<file path="src/rtl/asmd_job_scheduler.sv">
// Round-robin job scheduler sharing one ASMD counter datapath/controller among NREQ requesters.
// Optional RUN-state watchdog is compiled in with `define SCHED_WATCHDOG_EN.
module asmd_job_scheduler #(
  parameter int NREQ    = 4,
  parameter int TIMEOUT = 31,
  parameter int IDW     = $clog2(NREQ)
) (
  input  logic            clock_i,
  input  logic            reset_i,
  input  logic [NREQ-1:0] req_i,
  output logic [NREQ-1:0] ack_o,
  output logic [IDW-1:0]  grant_id_o,
  output logic            busy_o,
  output logic            result_e_o,
  output logic            dp_start_o,
  input  logic            dp_f_i,
  input  logic            dp_e_i,
  output logic            err_timeout_o
);

  typedef enum logic [1:0] {
    IDLE  = 2'd0,
    START = 2'd1,
    RUN   = 2'd2,
    DONE  = 2'd3
  } state_t;

  localparam logic [NREQ-1:0] ONE_HOT0 = NREQ'(1);

  state_t          state_q, state_d;
  logic [IDW-1:0]  grant_q, grant_d;
  logic [IDW-1:0]  rr_ptr_q, rr_ptr_d;
  logic            result_q, result_d;
  logic            first_q, first_d;
  logic            win_found_s;
  logic [IDW-1:0]  win_idx_s;
  logic [IDW-1:0]  cand_s;

`ifdef SCHED_WATCHDOG_EN
  logic [7:0]      cnt_q, cnt_d;
  logic            to_q, to_d;
`endif

  // Rotating-priority search: first set request after rr_ptr, wrapping modulo NREQ.
  always_comb begin
    win_found_s = 1'b0;
    win_idx_s   = '0;
    cand_s      = '0;
    for (int k = 1; k <= NREQ; k++) begin
      cand_s = IDW'((int'(rr_ptr_q) + k) % NREQ);
      if (!win_found_s && req_i[cand_s]) begin
        win_found_s = 1'b1;
        win_idx_s   = cand_s;
      end else begin
        win_found_s = win_found_s;
      end
    end
  end

  // Next-state and register updates for the job lifecycle.
  always_comb begin
    state_d  = state_q;
    grant_d  = grant_q;
    rr_ptr_d = rr_ptr_q;
    result_d = result_q;
    first_d  = first_q;
`ifdef SCHED_WATCHDOG_EN
    cnt_d    = cnt_q;
    to_d     = to_q;
`endif
    case (state_q)
      IDLE: begin
        if (win_found_s) begin
          grant_d  = win_idx_s;
          rr_ptr_d = win_idx_s;
          state_d  = START;
        end else begin
          state_d  = IDLE;
        end
      end
      START: begin
        first_d = 1'b1;
`ifdef SCHED_WATCHDOG_EN
        cnt_d   = 8'd0;
        to_d    = 1'b0;
`endif
        state_d = RUN;
      end
      RUN: begin
        first_d = 1'b0;
`ifdef SCHED_WATCHDOG_EN
        cnt_d   = (cnt_q == 8'd255) ? cnt_q : cnt_q + 8'd1;
`endif
        // F in the first RUN cycle may be left over from the previous job.
        if (!first_q && dp_f_i) begin
          result_d = dp_e_i;
          state_d  = DONE;
        end
`ifdef SCHED_WATCHDOG_EN
        else if (cnt_d >= 8'(TIMEOUT)) begin
          result_d = 1'b0;
          to_d     = 1'b1;
          state_d  = DONE;
        end
`endif
        else begin
          state_d = RUN;
        end
      end
      DONE: begin
        state_d = IDLE;
      end
      default: begin
        state_d = IDLE;
      end
    endcase
  end

  // State and job registers.
  always_ff @(posedge clock_i or posedge reset_i) begin
    if (reset_i) begin
      state_q  <= IDLE;
      grant_q  <= '0;
      rr_ptr_q <= IDW'(NREQ - 1);
      result_q <= 1'b0;
      first_q  <= 1'b0;
`ifdef SCHED_WATCHDOG_EN
      cnt_q    <= 8'd0;
      to_q     <= 1'b0;
`endif
    end else begin
      state_q  <= state_d;
      grant_q  <= grant_d;
      rr_ptr_q <= rr_ptr_d;
      result_q <= result_d;
      first_q  <= first_d;
`ifdef SCHED_WATCHDOG_EN
      cnt_q    <= cnt_d;
      to_q     <= to_d;
`endif
    end
  end

  assign busy_o     = (state_q != IDLE);
  assign dp_start_o = (state_q == START);
  assign ack_o      = (state_q == DONE) ? (ONE_HOT0 << grant_q) : '0;
  assign grant_id_o = grant_q;
  assign result_e_o = result_q;

`ifdef SCHED_WATCHDOG_EN
  assign err_timeout_o = (state_q == DONE) && to_q;
`else
  assign err_timeout_o = 1'b0 & (TIMEOUT > 255);
`endif

endmodule

</file>
<file path="config.mk">
export PLATFORM = sky130hd
export DESIGN_NAME = asmd_job_scheduler
export DESIGN_NICKNAME = d
export VERILOG_FILES = /design/src/rtl/asmd_job_scheduler.sv
export SDC_FILE = /design/constraint.sdc
export NUM_CORES = 1
export LEC_CHECK = 0
export BUFFER_PORTS_ARGS = -buffer_cell sky130_fd_sc_hd__buf_2
export CORE_AREA = 4 4 41 43
export CTS_CLUSTER_SIZE = 40
export DETAILED_ROUTE_END_ITERATION = 8
export DIE_AREA = 0 0 45 47
export PLACE_DENSITY = 0.62
export SLEW_MARGIN = 20
export SYNTH_ARGS = -nofsm -noshare
export SYNTH_HDL_FRONTEND = slang
export SYNTH_SLANG_ARGS = --single-unit
export TNS_END_PERCENT = 30
</file>
<file path="constraint.sdc">
create_clock -name clock_i -period 1.48 [get_ports clock_i]
set_clock_uncertainty 0.1 [all_clocks]
set_input_delay 0.222 -clock clock_i [delete_from_list [all_inputs] [get_ports clock_i]]
set_output_delay 0.222 -clock clock_i [all_outputs]
set_load 0.01 [all_outputs]
</file>
==> reports/summary.txt, run 1 <==
Iteration-0 DRC Markers: 0
post-CTS setup buffer count: 0
routed len/inst: 10.74 µm
first-pass GRT wire length: 1469 µm
Hold Crit Start: dp_e_i
vias per cell: 4.716
fin. max-slew vios: 0
Tmin final: 1.512 ns
flop and latch count out of synthesis: 8
antenna violations before repair: 0
register area share after synthesis: 41.86%
Critical Path RT: 1.16 ns
Leak: 0.3247 nW
Layout Cells excl Fill: 88
Post-DRT Antenna Nets: 0
starting density of the core: 37.21%
CTS tree: done
Worst-Skew Late Latency: 0.27 ns
Syn. warnings: 0
Die Span Y: 47 µm
TritonCTS buffer count: 3
Startpoint Class: register
global routing met2 resource utilization: 15.54%
post-synthesis cell type count: 22
Final WS setup: -0.03194 ns
min-delay worst type: input pin to register
synthesis-to-finish area growth: 31.01%
Ant. Diodes: 0
Post-Route WL: 945 µm
Slowest cell on crit path: dfrtp_1
Overall Power: 1.221 mW
H-Tree Depth: 1
Worst IR Drop VDD: 1.052 mV
Worst Path Arrival: 1.19 ns
Final Setup Violations: 2
CP Capture Type: output pin
DR DRC count: 0
R2R Path Start: state_q[0]
Avg Inst Size Synth: 9.136 µm²
core footprint: 0.001301 mm²
dpl cells: 83
proportion of layout cells with a drive suffix above 1: 41.10%
vias in the first global route: 366
Fin. Hold Viols: 0
post-DP HPWL: 734.4 µm
Nets: 87
Vias: 415
row cnt: 13
pwr dens: 1925 mW/mm²
GR peak layer: met2
Max Clock Freq: 0.6614 GHz
TritonRoute pass-1 iters: 1
die width: 45 µm
TritonCTS Sinks: 8
RD Place Congestion: 0.7709
IO Pins: 18
failing checks: negative setup slack
clock root buffer: clkbuf_4
Synth Instances: 53
reg-to-reg setup timing slack: 0.04 ns
register clock-pin slew on the reported worst setup and hold paths: 0.07 ns
status: finished with violations
met3 usage: 5.747%
RR Endpoint: result_e_o
total gr overflow: 0
Register-to-Register Path Depth: 5
Crit Path Category: register to output pin
mapped cell area: 484.2 µm²
pin count of the biggest net entering global routing: 9
CP max stage delay: 0.41 ns
IO Port Bufs: 16
M1 GR Usage: 11.27%
period utilization: 102.2%
clk buf depth: 2
unrepaired setup endpoints after global routing: yes
ordered cell list for the critical path: ha_2, and3b_1, buf_2
Die Area: 0.002115 mm²
syn_nets: 66
maxcap violations: 0
CP max FO: 4
GRT Overall Usage: 10.38%
Worst Hold Path EP: result_e_o
hold path depth: 2
==> stage by stage <==
step | utilization, % | hold slack [ns] | instance area [µm²] | setup TNS [ns] | setup WS [ns]
floorplan | - | -0.06377 | 484.2 | 0 | 0.1344
global placement | 44.23 | 0.07937 | 575.6 | 0 | 0.08756
detailed placement | 44.23 | 0.08087 | 575.6 | 0 | 0.06508
CTS | 47.79 | 0.1057 | 621.8 | -0.07401 | -0.03911
global route | 48.75 | 0.1087 | 634.4 | -0.3011 | -0.08793
finish | 48.75 | 0.1074 | 634.4 | -0.04298 | -0.03194
==> state kept, by name, summed over array words and instances, names as in the netlist <==
register    flops
result_e_o      1
rr_ptr_q        2
grant_id_o      2
first_q         1
state_q         2
==> worst max path at each step <==
stage,cells after the start,endpoint,slack (ns),start
floorplan,5,result_e_o,0.13,state_q[0]
global placement,5,result_e_o,0.09,state_q[0]
detailed placement,5,result_e_o,0.07,state_q[0]
CTS,4,busy_o,-0.04,state_q[1]
global route,3,ack_o[0],-0.09,state_q[1]
finish,3,ack_o[1],-0.03,state_q[0]
==> report_power, final <==
group	switching [mW]	leakage, nW	internal, mW
sequential	0.110	0.0906	0.351
combinational	0.313	0.219	0.263
clock	0.0814	0.0150	0.103
total	0.504	0.325	0.717
==> kinds of logic after synthesis <==
kind of cell	Yosys count	synth area share, %
other	1	0.7745
flip-flops	8	41.86
AND/OR/NAND/NOR	22	23.26
adder cells (fa/ha/maj)	5	12.92
multiplexers	1	2.325
AO/OA/AOI/OAI	8	11.89
buffers and inverters	8	6.978
==> timing repair <==
action                                  CTS  global route
hold buffers                              1             0
endpoints found under the setup margin    4             6
pin swaps                                 1             0
resized for setup                         3             4
hold endpoints to repair                  6             0
==> placed cells by master, fill, tap and decap left out, types with 2 or more instances in the layout <==
master	count
dfstp_2	2
nor2_1	8
o221ai_1	2
buf_2	16
clkbuf_4	3
inv_1	5
inv_2	2
a21oi_1	2
nand2_1	6
ha_1	3
dfrtp_1	6
==> critical path: cells and delay by family (launching register included) <==
family / cells / cell delay, ns
and+or+nand+nor: 1 / 0.17
buffers and inverters: 1 / 0.13
DFF: 1 / 0.41
adders and majority gates: 1 / 0.21
==> area by class of cell <==
class	instances	area, µm²
Timing Repair Buffer	17	90.09
Multi-Input combinational cell	37	270.3
Fill cell	142	666.9
Tap cell	15	18.77
Inverter	7	26.28
Clock buffer	4	26.28
Sequential cell	8	202.7
==> cells in the mapped netlist (all sizes together) <==
library cell  count  share of area (%)
a211o             1                1.8
a21oi             3                3.9
and3              1                1.3
and3b             1                1.8
buf               1                1.6
conb              1               0.77
dfrtp             6                 31
dfstp             2                 11
ha                5                 13
inv               7                5.4
mux2              1                2.3
nand2             6                4.7
nand3b            1                1.6
nor2              9                7.0
nor2b             1                1.3
nor3b             1                1.6
nor4              1                2.6
o211ai            1                1.6
o21ai             1                1.0
o221ai            2                3.6
or2b              1                1.6
==> routing by layer <==
layer	part of all wire [%]	vias up
met3	9.0	4
li1	-	212
met5	0	-
met1	42	186
met4	1.9	0
met2	47	13
Power figures use the tool's default switching activity.
==> run 2: changes to the inputs <==
REMOVE_ABC_BUFFERS = 1   (was not set)
==> reports/summary.txt, run 2 (same netlist as run 1, synthesis figures left out) <==
Worst Path Arrival: 1.17 ns (-0.02 ns)
Layout Cells excl Fill: 91 (+3.4%)
core footprint: 0.001301 mm² (unchanged)
Worst IR Drop VDD: 0.9565 mV (-9.1%)
CTS tree: done
ordered cell list for the critical path: ha_4, and3b_1, buf_2
NetSw: 0.5259 mW (+4.3%)
clk buf depth: 2 (unchanged)
register clock-pin slew on the reported worst setup and hold paths: 0.06 ns (about the same)
routed len/inst: 10.58 µm (-1.5%)
Final WS setup: -0.01104 ns (+0.02090 ns)
total gr overflow: 0 (unchanged)
GRT Overall Usage: 10.45% (+0.072 points)
Leak: 0.3426 nW (+5.5%)
Die Span Y: 47 µm (unchanged)
IO Port Bufs: 16 (unchanged)
vias in the first global route: 357 (-2.5%)
TritonCTS Sinks: 8 (unchanged)
dpl cells: 83 (unchanged)
proportion of layout cells with a drive suffix above 1: 44.74% (+3.6 points)
CP Capture Type: output pin
failing checks: negative setup slack
H-Tree Depth: 1 (unchanged)
Critical path origin: state_q[0]
Max Clock Freq: 0.6707 GHz (+1.4%)
Critical Path RT: 1.16 ns (about the same)
fin. max-slew vios: 0 (unchanged)
antenna violations before repair: 0 (unchanged)
synthesis-to-finish area growth: 41.34%
Combinational Power Share: 50.3% (+3.2 points)
CP max FO: 4 (unchanged)
row cnt: 13 (unchanged)
commonest non-fill, non-tap cells in the layout: buf_2 (14), nor2_1 (8), nand2_1 (6), dfrtp_1 (6), inv_1 (5)
Ant. Diodes: 0 (unchanged)
TritonRoute pass-1 iters: 4 (+3)
Crit Path Category: register to output pin
Startpoint Class: register
period utilization: 100.7% (-1.4 points)
IO Pins: 18 (unchanged)
R2R Path Start: state_q[0]
pin count of the biggest net entering global routing: 9 (unchanged)
DR DRC count: 0 (unchanged)
clock root buffer: clkbuf_4
maxcap violations: 0 (unchanged)
Internal: 0.7965 mW (+11%)
status: finished with violations
sw frac: 39.77% (-1.5 points)
first-pass GRT wire length: 1538 µm (+4.7%)
Die Area: 0.002115 mm² (unchanged)
Final Setup Violations: 1 (-1)
Post-DRT Antenna Nets: 0 (unchanged)
Slowest cell on crit path: dfrtp_1
Flop pwr share: 35.9% (-1.8 points)
Clk pwr share: 13.8% (-1.3 points)
RD Place Congestion: 0.7719 (+0.13%)
starting density of the core: 37.21% (unchanged)
setup TNS: -0.01104 ns (+0.03194 ns)
pwr dens: 1932 mW/mm² (+0.35%)
min-delay worst type: input pin to register
commonest non-fill, non-tap cell in the layout: buf_2
FILL cells: 131 (-7.7%)
unrepaired setup endpoints after global routing: yes
die width: 45 µm (unchanged)
Worst-Skew Late Latency: 0.25 ns (-0.02 ns)
Iteration-0 DRC Markers: 2 (+2)
Hold Crit Start: dp_e_i
post-DP HPWL: 715.6 µm (-2.6%)
Fin. Hold Viols: 0 (unchanged)
Tmin final: 1.491 ns (-0.02090 ns)
TritonCTS buffer count: 3 (unchanged)
CP max stage delay: 0.43 ns (+0.02 ns)
vias per cell: 4.703 (-0.27%)
Nets: 90 (+3.4%)
Vias: 428 (+3.1%)
Post-Route WL: 963 µm (+1.9%)
-- run 2: changes by cell type in the layout (fill, tap and decap cells not counted), sizes merged --
cell	change
buf	+3
-- run 2: per-stage QoR --
step / setup WS [ns] / instance area, µm² / power (mW) / utilization, % / hold slack (ns)
after floorplan: 0.1344 / 476.7 / 0.8175 / - / -0.06377
after global placement: 0.08161 / 575.6 / 0.9892 / 44.23 / 0.08154
after detailed placement: 0.05762 / 575.6 / 0.9937 / 44.23 / 0.08384
after CTS: -0.003448 / 636.9 / 1.241 / 48.94 / 0.08987
after global routing: -0.06723 / 684.4 / 1.472 / 52.60 / 0.08876
final: -0.01104 / 684.4 / 1.322 / 52.60 / 0.09609
-- run 2: layout make-up --
class / instances / area [µm²] / share of cell area [%]
clock buffers: 4 / 26.28 / 3.839
well taps: 15 / 18.77 / 2.742
inverters: 7 / 26.28 / 3.839
flip-flops and latches: 8 / 202.7 / 29.62
multi-input cells: 37 / 285.3 / 41.68
repair buffers: 20 / 125.1 / 18.28
-- run 2: power by group through the flow --
stage / registers, mW / logic, mW / clock network, mW
after floorplan: 0.451 / 0.366 / 0
after global placement: 0.451 / 0.539 / 0
after detailed placement: 0.452 / 0.541 / 0
after CTS: 0.455 / 0.594 / 0.192
after global routing: 0.502 / 0.767 / 0.204
final: 0.475 / 0.665 / 0.182
-- run 2: repair_timing --
action | in CTS | in global routing
endpoints found under the hold margin | 6 | 0
setup endpoints to repair | 4 | 7
hold buffers | 1 | 0
gates cloned | 0 | 0
gates resized for setup | 3 | 8
buffers inserted | 2 | 1
pin swaps | 3 | 1
-- run 2: path summary, 6_finish.rpt --
path                                to  slack [ns]  depth (start not counted)
setup / recovery              ack_o[1]       -0.01                          3
hold / removal              result_e_o         0.1                          2
setup reg to reg            result_e_o        0.05                          5
hold reg to reg            rr_ptr_q[1]        0.40                          2
max in group asynchronous  rr_ptr_q[1]        0.65                          3
min in group asynchronous   result_e_o        0.35                          3
-- run 2: per-layer routing --
layer  up-vias  wire length, µm  GRT usage (%)
met2        14              450          13.84
li1        220                -              -
met1       194              424          14.52
met4         0                0          5.263
met5         -                0              0
met3         0               88          4.215
-- run 2: critical path, delay by kind of cell (launching register included) --
kind / cells / cell delay (ns)
DFF: 1 / 0.43
adders and majority gates: 1 / 0.19
buffers and inverters: 1 / 0.13
and+or+nand+nor: 1 / 0.17
==> run 3: changes to the inputs <==
TNS_END_PERCENT = not set   (was 30)
==> reports/summary.txt, run 3 (same netlist as run 1, synthesis figures left out) <==
unrepaired setup endpoints after global routing: yes
clk buf depth: 2 (unchanged)
fin. max-slew vios: 0 (unchanged)
reg-to-reg setup timing slack: 0.04 ns (about the same)
row cnt: 13 (unchanged)
Nets: 91 (+1.1%)
antenna violations before repair: 0 (unchanged)
clock root buffer: clkbuf_4
pin count of the biggest net entering global routing: 9 (unchanged)
Ant. Diodes: 0 (unchanged)
Hold Crit Start: dp_e_i
Fin. Hold Viols: 0 (unchanged)
RR Endpoint: result_e_o
TritonCTS Sinks: 8 (unchanged)
Crit Path Category: register to output pin
CP Capture Type: output pin
maxcap violations: 0 (unchanged)
Leak: 0.3466 nW (+1.2%)
starting density of the core: 37.21% (unchanged)
proportion of layout cells with a drive suffix above 1: 46.75% (+2.0 points)
status: finished with violations
TritonCTS buffer count: 3 (unchanged)
synthesis-to-finish area growth: 42.89%
Iteration-0 DRC Markers: 2 (unchanged)
post-DP HPWL: 715.6 µm (unchanged)
vias per cell: 4.717 (+0.30%)
RD Place Congestion: 0.7719 (unchanged)
Final Setup Violations: 1 (unchanged)
setup TNS: -0.01409 ns (-0.003051 ns)
pwr dens: 1950 mW/mm² (+0.93%)
period utilization: 101.0% (+0.21 points)
commonest non-fill, non-tap cells in the layout: buf_2 (14), nor2_1 (8), nand2_1 (6), dfrtp_1 (6)
die width: 45 µm (unchanged)
routed len/inst: 10.54 µm (-0.37%)
Worst Hold Path EP: result_e_o
Tmin final: 1.494 ns (+0.003051 ns)
Final WS setup: -0.01409 ns (-0.003051 ns)
GRT Overall Usage: 10.45% (unchanged)
Critical Path RT: 1.16 ns (about the same)
Die Area: 0.002115 mm² (unchanged)
Vias: 434 (+1.4%)
core footprint: 0.001301 mm² (unchanged)
hold path depth: 2 (unchanged)
Worst IR Drop VDD: 0.9646 mV (+0.85%)
IO Pins: 18 (unchanged)
Startpoint Class: register
Post-DRT Antenna Nets: 0 (unchanged)
DR DRC count: 0 (unchanged)
min-delay worst type: input pin to register
Worst Path Arrival: 1.17 ns (about the same)
commonest non-fill, non-tap cell in the layout: buf_2
first-pass GRT wire length: 1538 µm (unchanged)
failing checks: negative setup slack
Overall Power: 1.349 mW (+2.0%)
Register-to-Register Path Depth: 5 (unchanged)
IO Port Bufs: 16 (unchanged)
Layout Cells excl Fill: 92 (+1.1%)
register clock-pin slew on the reported worst setup and hold paths: 0.06 ns (about the same)
Post-Route WL: 970 µm (+0.73%)
Die Span Y: 47 µm (unchanged)
Worst-Skew Late Latency: 0.25 ns (about the same)
CTS tree: done
TritonRoute pass-1 iters: 4 (unchanged)
Max Clock Freq: 0.6693 GHz (-0.20%)
R2R Path Start: state_q[0]
vias in the first global route: 357 (unchanged)
total gr overflow: 0 (unchanged)
WHS: 0.09620 ns (+0.0001110 ns)
H-Tree Depth: 1 (unchanged)
dpl cells: 83 (unchanged)
CP max FO: 4 (unchanged)
[run 3: how the worst max path moves through the flow]
stage | startpoint | end | slack, ns | cells past startpoint
3_5_place_dp | state_q[0] | result_e_o | 0.06 | 5
5_1_grt | state_q[0] | ack_o[0] | -0.07 | 3
3_3_place_gp | state_q[0] | result_e_o | 0.08 | 5
6_report | state_q[0] | ack_o[1] | -0.01 | 3
4_1_cts | state_q[1] | ack_o[1] | -0.003 | 3
2_1_floorplan | state_q[0] | result_e_o | 0.13 | 5
[run 3: area by class of cell]
cell class | count | area, µm²
inverter | 7 | 26.28
timing repair buffer | 21 | 132.6
clock buffer | 4 | 26.28
tap | 15 | 18.77
multi-input combinational | 37 | 285.3
fill | 129 | 609.3
sequential | 8 | 202.7
[run 3: per-layer routing]
layer / global-route usage [%] / wire length (µm)
met5: 0 / 0
met4: 5.263 / 0
met3: 4.215 / 82
met2: 13.84 / 457
met1: 14.52 / 430
[run 3: critical path: stages (launching register included)]
cell     delay (ns)
dfrtp_1        0.43
ha_4           0.19
and3b_1        0.17
buf_2          0.13
[run 3: power by group]
group          total [mW]  internal [mW]  switching (mW)
clock               0.182          0.103          0.0789
sequential          0.475          0.350           0.125
combinational       0.692          0.361           0.330
total                1.35          0.815           0.534
[run 3: repair_timing]
action                                 CTS  global route
pin swaps                                3             2
cloned                                   0             0
buffers inserted                         2             2
setup endpoints to repair                4             7
hold buffers                             1             0
endpoints found under the hold margin    6             0
gates resized for setup                  3             9
[run 3: metrics by stage]
stage | util (%) | worst slack (ns) | cell area [µm²]
after floorplan | - | 0.1344 | 476.7
after global placement | 44.23 | 0.08161 | 575.6
after detailed placement | 44.23 | 0.05762 | 575.6
after CTS | 48.94 | -0.003448 | 636.9
after global routing | 53.17 | -0.06689 | 691.9
final | 53.17 | -0.01409 | 691.9
